===== src/rtl/glitch_pkg.sv =====
// Shared types and default sizes for the trigger qualifier.
//   state_e    : qualifier FSM states
//   edge_sel_e : encoding of the edge_sel input
// Build macro TRIG_FILTER_EN (see sync_edge_det) enables the stability filter.
package glitch_pkg;

  localparam int unsigned DEF_SYNC_STAGES = 2;
  localparam int unsigned DEF_COUNT_W     = 16;
  localparam int unsigned DEF_FILTER_LEN  = 4;

  typedef enum logic [1:0] {
    ST_IDLE    = 2'd0,
    ST_ARMED   = 2'd1,
    ST_FIRE    = 2'd2,
    ST_RELEASE = 2'd3
  } state_e;

  typedef enum logic [1:0] {
    EDGE_RISE  = 2'b00,
    EDGE_FALL  = 2'b01,
    EDGE_BOTH  = 2'b10,
    EDGE_LEVEL = 2'b11
  } edge_sel_e;

endpackage


===== src/rtl/sync_edge_det.sv =====
// Synchronizes the asynchronous target signal, optionally filters it, and
// decodes a one-cycle qualifying event against a history flop.
// Build macro: TRIG_FILTER_EN -- when defined, the synchronized level is only
// accepted after FILTER_LEN consecutive equal samples.
// Ports:
//   clk, rst    : clock, asynchronous active-high reset
//   target_sig  : raw asynchronous input
//   edge_sel    : 00 rising, 01 falling, 10 both, 11 high level
//   evt_c       : combinational event flag for the current cycle
module sync_edge_det
  import glitch_pkg::*;
#(
  parameter int unsigned SYNC_STAGES = DEF_SYNC_STAGES,  // legal 2..4
  parameter int unsigned FILTER_LEN  = DEF_FILTER_LEN    // legal >= 1
) (
  input  logic       clk,
  input  logic       rst,
  input  logic       target_sig,
  input  logic [1:0] edge_sel,
  output logic       evt_c
);

  logic [SYNC_STAGES-1:0] sync_q;
  logic                   sync_out;
  logic                   qual;
  logic                   hist_q;

  // Metastability chain; the last stage is the first usable sample.
  always_ff @(posedge clk or posedge rst) begin
    if (rst) begin
      sync_q <= '0;
    end else begin
      sync_q <= {sync_q[SYNC_STAGES-2:0], target_sig};
    end
  end

  assign sync_out = sync_q[SYNC_STAGES-1];

`ifdef TRIG_FILTER_EN
  localparam int unsigned FCNT_W = (FILTER_LEN < 2) ? 1 : $clog2(FILTER_LEN);

  logic [FCNT_W-1:0] fcnt_q;
  logic              filt_q;

  // Count consecutive samples that disagree with the accepted level; the
  // FILTER_LEN-th disagreeing sample flips the accepted level.
  always_ff @(posedge clk or posedge rst) begin
    if (rst) begin
      fcnt_q <= '0;
      filt_q <= 1'b0;
    end else if (sync_out == filt_q) begin
      fcnt_q <= '0;
    end else if (fcnt_q == FCNT_W'(FILTER_LEN - 1)) begin
      fcnt_q <= '0;
      filt_q <= sync_out;
    end else begin
      fcnt_q <= fcnt_q + FCNT_W'(1);
    end
  end

  assign qual = filt_q;
`else
  // FILTER_LEN has no effect when the filter is not built.
  if (FILTER_LEN == 0) begin : g_filter_len_unused
  end

  assign qual = sync_out;
`endif

  // History of the qualified level for edge comparison.
  always_ff @(posedge clk or posedge rst) begin
    if (rst) begin
      hist_q <= 1'b0;
    end else begin
      hist_q <= qual;
    end
  end

  // Event decode per selected edge mode.
  always_comb begin
    evt_c = 1'b0;
    unique case (edge_sel_e'(edge_sel))
      EDGE_RISE:  evt_c = qual & ~hist_q;
      EDGE_FALL:  evt_c = ~qual & hist_q;
      EDGE_BOTH:  evt_c = qual ^ hist_q;
      EDGE_LEVEL: evt_c = qual;
    endcase
  end

endmodule


===== src/rtl/trigger_qualifier.sv =====
// Trigger qualifier: counts qualifying events on an asynchronous target
// signal after being armed and raises a level trigger to the glitch stage
// once the requested number of events has been seen.
// Build macro: TRIG_FILTER_EN -- adds a FILTER_LEN-sample stability filter
// in front of the edge detector (see sync_edge_det).
// Ports:
//   clk, rst     : clock, asynchronous active-high reset
//   arm, disarm  : one-cycle arm/re-arm and abort requests
//   target_sig   : asynchronous signal from the target
//   edge_sel     : 00 rising, 01 falling, 10 both, 11 high level
//   match_count  : events required to fire (0 behaves as 1)
//   glitch_done  : completion from the glitch stage
//   trigger      : registered trigger level
//   armed        : registered, high while armed
//   event_count  : registered count of events since last arm (saturating)
module trigger_qualifier
  import glitch_pkg::*;
#(
  parameter int unsigned SYNC_STAGES = DEF_SYNC_STAGES,
  parameter int unsigned COUNT_W     = DEF_COUNT_W,
  parameter int unsigned FILTER_LEN  = DEF_FILTER_LEN
) (
  input  logic               clk,
  input  logic               rst,
  input  logic               arm,
  input  logic               disarm,
  input  logic               target_sig,
  input  logic [1:0]         edge_sel,
  input  logic [COUNT_W-1:0] match_count,
  input  logic               glitch_done,
  output logic               trigger,
  output logic               armed,
  output logic [COUNT_W-1:0] event_count
);

  localparam int unsigned CNT_EXT_W = COUNT_W + 1;

  state_e               state_q;
  logic                 evt_c;
  logic [COUNT_W-1:0]   thresh_c;
  logic [CNT_EXT_W-1:0] cnt_inc_c;
  logic [COUNT_W-1:0]   cnt_sat_c;
  logic                 hit_c;

  sync_edge_det #(
    .SYNC_STAGES (SYNC_STAGES),
    .FILTER_LEN  (FILTER_LEN)
  ) u_sync_edge_det (
    .clk        (clk),
    .rst        (rst),
    .target_sig (target_sig),
    .edge_sel   (edge_sel),
    .evt_c      (evt_c)
  );

  // Threshold, saturating increment and fire decision for this cycle's event.
  always_comb begin
    thresh_c  = (match_count == '0) ? COUNT_W'(1) : match_count;
    cnt_inc_c = {1'b0, event_count} + CNT_EXT_W'(1);
    cnt_sat_c = cnt_inc_c[COUNT_W] ? '1 : cnt_inc_c[COUNT_W-1:0];
    hit_c     = (cnt_inc_c >= {1'b0, thresh_c});
  end

  // Qualifier FSM with registered outputs; disarm overrides everything.
  always_ff @(posedge clk or posedge rst) begin
    if (rst) begin
      state_q     <= ST_IDLE;
      trigger     <= 1'b0;
      armed       <= 1'b0;
      event_count <= '0;
    end else if (disarm) begin
      state_q <= ST_IDLE;
      trigger <= 1'b0;
      armed   <= 1'b0;
    end else begin
      case (state_q)
        ST_IDLE: begin
          trigger <= 1'b0;
          if (arm) begin
            state_q     <= ST_ARMED;
            armed       <= 1'b1;
            event_count <= '0;
          end
        end
        ST_ARMED: begin
          // Re-arm discards any event arriving in the same cycle.
          if (arm) begin
            event_count <= '0;
          end else if (evt_c) begin
            event_count <= cnt_sat_c;
            if (hit_c) begin
              state_q <= ST_FIRE;
              trigger <= 1'b1;
              armed   <= 1'b0;
            end
          end
        end
        ST_FIRE: begin
          if (glitch_done) begin
            state_q <= ST_RELEASE;
            trigger <= 1'b0;
          end
        end
        ST_RELEASE: begin
          trigger <= 1'b0;
          if (!glitch_done) begin
            state_q <= ST_IDLE;
          end
        end
        default: begin
          state_q <= ST_IDLE;
          trigger <= 1'b0;
          armed   <= 1'b0;
        end
      endcase
    end
  end

endmodule

===== config.mk =====
export PLATFORM = sky130hd
export DESIGN_NAME = trigger_qualifier
export DESIGN_NICKNAME = d
export VERILOG_FILES = /design/src/rtl/glitch_pkg.sv /design/src/rtl/sync_edge_det.sv /design/src/rtl/trigger_qualifier.sv
export SDC_FILE = /design/constraint.sdc
export NUM_CORES = 1
export LEC_CHECK = 0
export ABC_AREA = 1
export BUFFER_PORTS_ARGS = -buffer_cell sky130_fd_sc_hd__buf_2
export CORE_MARGIN = 1
export CORE_UTILIZATION = 59
export DETAILED_ROUTE_END_ITERATION = 8
export GPL_TIMING_DRIVEN = 0
export PLACE_DENSITY = 0.85
export SLEW_MARGIN = 20
export SYNTH_ARGS = -nofsm -noshare
export SYNTH_HDL_FRONTEND = slang
export SYNTH_SLANG_ARGS = --single-unit

===== constraint.sdc =====
create_clock -name clk -period 5.8 [get_ports clk]
set_clock_uncertainty 0.2 [all_clocks]
set_input_delay 1.16 -clock clk [delete_from_list [all_inputs] [get_ports clk]]
set_output_delay 1.16 -clock clk [all_outputs]
set_load 0.02 [all_outputs]

==> results_dict.tcl, run 1 <==
set metrics [dict create \
    maxCapViolCount 0 \
    portBuffers 41 \
    maxSlewViolCount 0 \
    cts_tree "yes" \
    top_level_ports 42 \
    fin_setup_tns_ns 0 \
    grt_max_degree 24 \
    post_cts_resized 0 \
    grt_setup_unrepaired "no" \
    required_ns 5.87 \
    grt_pass1_wl_um 7093 \
    gp_congestion 0.8780 \
    synth_cells 281 \
    fin_cells 370 \
    drt_wl_total_um 4310 \
    dieArea_um2 3608 \
    die_x_um 60.07 \
    drive_gt1_share_pct 18.71 \
    max_freq_mhz 320.6 \
    syn_nets 329 \
    final_antenna_net_count 0 \
    power_density_nw_per_um2 197.4 \
    final_nets 375 \
    gr-total-overflow 0 \
    post_cts_buffers 0 \
    row_count 20 \
    arrival_ns 3.19 \
    clk_latency_ns 0.33 \
    cts_buffers 3 \
    ys_seq_elements 23 \
    post_synth.cell_area_avg_um2 7.080 \
    drtIter0Drc 89 \
    clk_pin_slew_worst_paths_ns 0.15 \
    min_path_cells 0 \
    holdWs_ns 0.2021 \
    hold_class "flip-flop to flip-flop" \
    htree_num_levels 1 \
    max-vdd-ir-drop_mv 0.1556 \
    grt_use_total_pct 26.31 \
    synthDistinctLibCells 27 \
    ff2ff_path_depth 19 \
    dr.pass1.iters 4 \
    hold_violations 0 \
    tightest_slew_ns 0.8910 \
    drc 0 \
    core-area_um2 3128 \
    crit_path_start_kind "flip-flop" \
    netlist_area_um2 1989 \
    synth_warnings 0 \
    antenna_cells 0 \
    dp_cells 366 \
    seq_area_frac_synth_pct 28.93 \
    leakage_nw 1.365 \
    wl_per_cell_um 11.65 \
    wl_met2_um 2024 \
    cts_hold_buf 0 \
    timing.final.crit_share_pct 53.78 \
    wl_met3_um 172 \
    cts_sinks 23 \
    setup_viol 0 \
    vias_per_cell 5.032 \
    path_class "flip-flop to flip-flop" \
    antenna_found_initial 0 \
    place_hpwl_um 3509 \
    slew-limit-headroom_pct 40.54 \
    initial_core_util_pct 63.60 \
    routed-via-count 1862 \
    wirelength_met1_um 2076 \
    first_global_vias 1657 \
    cts_max_path_buffers 2 \
    period_minus_slack_ns 3.119 \
    status "completed" \
    critical_path.max_fanout 6 \
    endpoint_kind "flip-flop" \
    routed.top_layer "met4" \
    die_height_um 60.07 \
    area_delta_synth_final_pct 14.59 \
    clockRootBuffer "clkbuf_4" \
]
==> Yosys cell counts, drive strengths merged <==
cell    instances  area, µm²
ha             24      300.3
o311a           1      10.01
xnor2           1      8.760
nand4           6      43.79
nand2          70      270.3
a21oi           4      20.02
xor2           12      105.1
nor2           29      128.9
nor4            4      25.02
inv            57      214.0
nand3          14      92.59
clkbuf          1      5.000
dfrtp          23      575.6
nor3            1      5.000
a41o            1      10.01
buf             2      12.51
o21ai          30      153.9
or2             1      8.760
==> worst paths after layout <==
kind / to / from / slack [ns]
min reg2reg: u_sync_edge_det.sync_q[1] / u_sync_edge_det.sync_q[0] / 0.20
max in group asynchronous: event_count[7] / rst / 4.06
max reg2reg: trigger / event_count[0] / 2.68
max: trigger / event_count[0] / 2.68
min in group asynchronous: event_count[14] / rst / 0.79
min: u_sync_edge_det.sync_q[1] / u_sync_edge_det.sync_q[0] / 0.20
==> where the power goes <==
group	switching, mW	internal (mW)	total, mW
Clock	0.0565	0.0264	0.0829
Combinational	0.108	0.0633	0.171
Sequential	0.0187	0.177	0.196
==> per-stage QoR <==
stage	setup WS, ns	util (%)	cell area (µm²)	power (mW)
finish	2.681	72.88	2280	0.4501
global route	2.404	72.88	2280	0.4858
CTS	2.702	72.88	2280	0.4509
detailed placement	2.598	71.92	2250	0.3691
global placement	2.602	71.92	2250	0.3647
floorplan	2.965	-	1989	0.3203
==> kinds of logic (layout without fill, tap and decap cells) <==
| family | after synthesis | in the layout | synth area share (%) |
|---|---|---|---|
| buf+inv | 60 | 105 | 11.64 |
| fa+ha+maj | 24 | 24 | 15.09 |
| flops | 23 | 23 | 28.93 |
| simple gates | 125 | 125 | 28.87 |
| xor+xnor | 13 | 13 | 5.723 |
| compound gates | 36 | 36 | 9.749 |
==> flip-flops by register name, indices dropped and copies added, names as in the netlist <==
name                    cells
trigger                     1
u_sync_edge_det.sync_q      2
u_sync_edge_det.hist_q      1
armed                       1
event_count                16
state_q                     2
==> cells in the final DEF, fill, tap and decap left out, types with 2 or more instances in the layout <==
| master | instances |
|---|---|
| nand2_1 | 67 |
| inv_1 | 57 |
| buf_2 | 42 |
| nor2_1 | 25 |
| o21ai_0 | 24 |
| ha_1 | 24 |
| dfrtp_1 | 23 |
| xor2_1 | 12 |
| nand3_1 | 11 |
| nand4_1 | 5 |
| o21ai_1 | 5 |
| a21oi_1 | 4 |
| nor4_1 | 4 |
| nand2_2 | 3 |
| clkbuf_4 | 3 |
| nand3_2 | 2 |
| nor2_4 | 2 |
| nor2_2 | 2 |
==> routing by layer <==
metal	up-vias	GRT usage [%]
li1	975	-
met5	-	0
met3	5	3.896
met2	55	46.35
met4	0	2.658
met1	827	35.14
==> worst max-delay path, stage by stage, from the launching register on <==
cell and delay [ns]:
dfrtp_1 0.49, ha_1 0.24, nand3_2 0.13, nor2_4 0.16
nand2_1 0.10, nor2_1 0.17, nand3_1 0.11, xor2_1 0.24
ha_1 0.30, nand2_1 0.08, inv_1 0.03, o21ai_0 0.16
nand3_1 0.10, nor2_1 0.09, nand2_1 0.08, nand2_1 0.08
nand2_2 0.10, nand2_2 0.09, nand2_1 0.05, o21ai_1 0.06
==> area by class of cell <==
cell class / instances / area (µm²)
inverter: 57 / 214.0
timing repair buffer: 41 / 205.2
clock inverter: 1 / 7.507
fill: 266 / 848.3
multi-input combinational: 198 / 1182
buffer: 3 / 17.52
clock buffer: 3 / 22.52
sequential: 23 / 575.6
tap: 44 / 55.05
Note: power is estimated with default switching activity, not from simulation.
==> inputs of run 2 (changes only) <==
CORE_UTILIZATION = 55   (was 59)
PLACE_DENSITY = 0.8   (was 0.85)
clock period = 3.3 ns   (was 5.8 ns; I/O delays follow)
==> results_dict.tcl, run 2 (synthesis results as in run 1) <==
set metrics [dict create \
    endpoint_kind "flip-flop" \
    first_global_vias 1692 \
    tightest_slew_ns 0.8807 \
    wl_per_cell_um 11.31 \
    final_nets 379 \
    leakage_nw 1.388 \
    cts_buffers 3 \
    drtIter0Drc 89 \
    core-area_um2 3390 \
    drt_wl_total_um 4254 \
    maxCapViolCount 0 \
    top_level_ports 42 \
    maxSlewViolCount 0 \
    critical_path.max_fanout 5 \
    mostFrequentLayoutCell "nand2_1" \
    fin_cells 376 \
    dp_cells 368 \
    crit_path_start_kind "flip-flop" \
    initial_core_util_pct 58.69 \
    fin_setup_tns_ns 0 \
    power.total_uw 805.2 \
    place_hpwl_um 3369 \
    dr.pass1.iters 5 \
    antenna_cells 0 \
    r2r_setup_slack_ns 0.27 \
    vias_per_cell 4.979 \
    row_count 21 \
    drc 0 \
    drive_gt1_share_pct 20.30 \
    final_antenna_net_count 0 \
    regMostFlops "event_count" \
    min_path_cells 0 \
    timing.final.crit_share_pct 91.82 \
    fin_ws_ns 0.2701 \
    p_sw_share_pct 40.11 \
    htree_num_levels 1 \
    period_minus_slack_ns 3.030 \
    place_ws_ns 0.1761 \
    routed-via-count 1872 \
    top_regs "event_count x16, state_q x2, u_sync_edge_det.sync_q x2" \
    power_density_nw_per_um2 348.0 \
    gp_congestion 0.8743 \
    clockPowerShare_pct 17.2 \
    clockRootBuffer "clkbuf_4" \
    hold_violations 0 \
    num-fill-cells 290 \
    die_height_um 62.14 \
    min-delay-start "u_sync_edge_det.sync_q[0]" \
    dpl_cell_area_um2 2252 \
    clk_pin_slew_worst_paths_ns 0.14 \
    largest_register_ffs 16 \
    slew-limit-headroom_pct 41.22 \
    setup_viol 0 \
    grt_max_degree 24 \
    power.switching_uw 323.0 \
    clk_latency_ns 0.33 \
    hold_class "flip-flop to flip-flop" \
    path_class "flip-flop to flip-flop" \
    grt_setup_unrepaired "no" \
    max-vdd-ir-drop_mv 0.3782 \
    reg2reg_from "event_count[0]" \
    rr_endpoint "trigger" \
    power_frac_comb_pct 39.8 \
    required_ns 3.36 \
    grt_use_total_pct 23.37 \
    p_seq_share_pct 43.0 \
    antenna_found_initial 0 \
    gr-total-overflow 0 \
    arrival_ns 3.09 \
    portBuffers 41 \
    holdPathEnd "u_sync_edge_det.sync_q[1]" \
    cts_sinks 23 \
    dieArea_um2 3861 \
    area_delta_synth_final_pct 16.29 \
    final_cell_mix "67 x nand2_1, 57 x inv_1, 42 x buf_2" \
    status "completed" \
    ff2ff_path_depth 19 \
    final_area_um2 2313 \
    die_x_um 62.14 \
    cts_tree "yes" \
    max_freq_mhz 330.0 \
    cts_max_path_buffers 2 \
    p_int_uw 482.2 \
    grt_pass1_wl_um 7362 \
]
==> run 2: cell count changes in the layout (fill, tap and decap cells not counted), sizes merged <==
| cell | before | now |
|---|---|---|
| buf | 43 | 47 |
| clkinv | 0 | 1 |
| clkinvlp | 1 | 0 |
==> run 2: routing by layer <==
layer / track usage, % / up-vias / wire [µm]
met5: 0 / - / 0
li1: - / 984 / -
met3: 3.860 / 4 / 206
met4: 3.488 / 0 / 18
met1: 32.37 / 837 / 2070
met2: 39.01 / 47 / 1958
==> run 2: final cells by class <==
class | count | area [µm²] | area share, %
buffer | 3 | 17.52 | 0.7572
inverter | 57 | 214.0 | 9.248
sequential | 23 | 576.8 | 24.93
tap | 46 | 57.56 | 2.488
clock buffer | 3 | 22.52 | 0.9735
timing repair buffer | 45 | 235.2 | 10.17
clock inverter | 1 | 5.005 | 0.2163
multi-input combinational | 198 | 1185 | 51.22
==> run 2: worst max-delay path by stage <==
| stage | from | to | cells past startpoint |
|---|---|---|---|
| floorplan | event_count[0] | trigger | 19 |
| global placement | event_count[0] | state_q[0] | 19 |
| detailed placement | event_count[0] | state_q[1] | 18 |
| CTS | event_count[0] | trigger | 19 |
| global route | event_count[0] | trigger | 19 |
| finish | event_count[0] | trigger | 19 |
==> run 2: critical path, cell delays in order (launching register included) <==
cell     delay, ns
dfrtp_2       0.44
ha_1          0.22
nand3_2       0.13
nor2_4        0.17
nand2_1       0.12
nor2_2        0.15
nand3_1       0.10
xor2_1        0.23
ha_1          0.30
nand2_1       0.08
inv_1         0.03
o21ai_0       0.16
nand3_1       0.10
nor2_1        0.09
nand2_1       0.08
nand2_1       0.08
nand2_2       0.10
nand2_2       0.08
nand2_1       0.05
o21ai_1       0.06
==> run 2: per-stage QoR <==
step | hold WS (ns) | utilization (%)
after floorplan | 0.1312 | -
after global placement | 0.1389 | 66.45
after detailed placement | 0.1420 | 66.45
after CTS | 0.1721 | 67.26
after global routing | 0.1958 | 68.25
final | 0.1767 | 68.25
==> run 2: repair_timing <==
| item | CTS | global route |
|---|---|---|
| setup buffers | 0 | 4 |
| setup endpoints to repair | 0 | 4 |
| gates resized for setup | 0 | 2 |
| hold buffers | 0 | 0 |
==> run 2: power groups by stage <==
stage / clock, mW / combinational, mW / sequential (mW)
2_1_floorplan: 0 / 0.200 / 0.363
3_3_place_gp: 0 / 0.291 / 0.350
3_5_place_dp: 0 / 0.302 / 0.351
4_1_cts: 0.140 / 0.302 / 0.346
5_1_grt: 0.153 / 0.368 / 0.350
6_report: 0.139 / 0.321 / 0.346
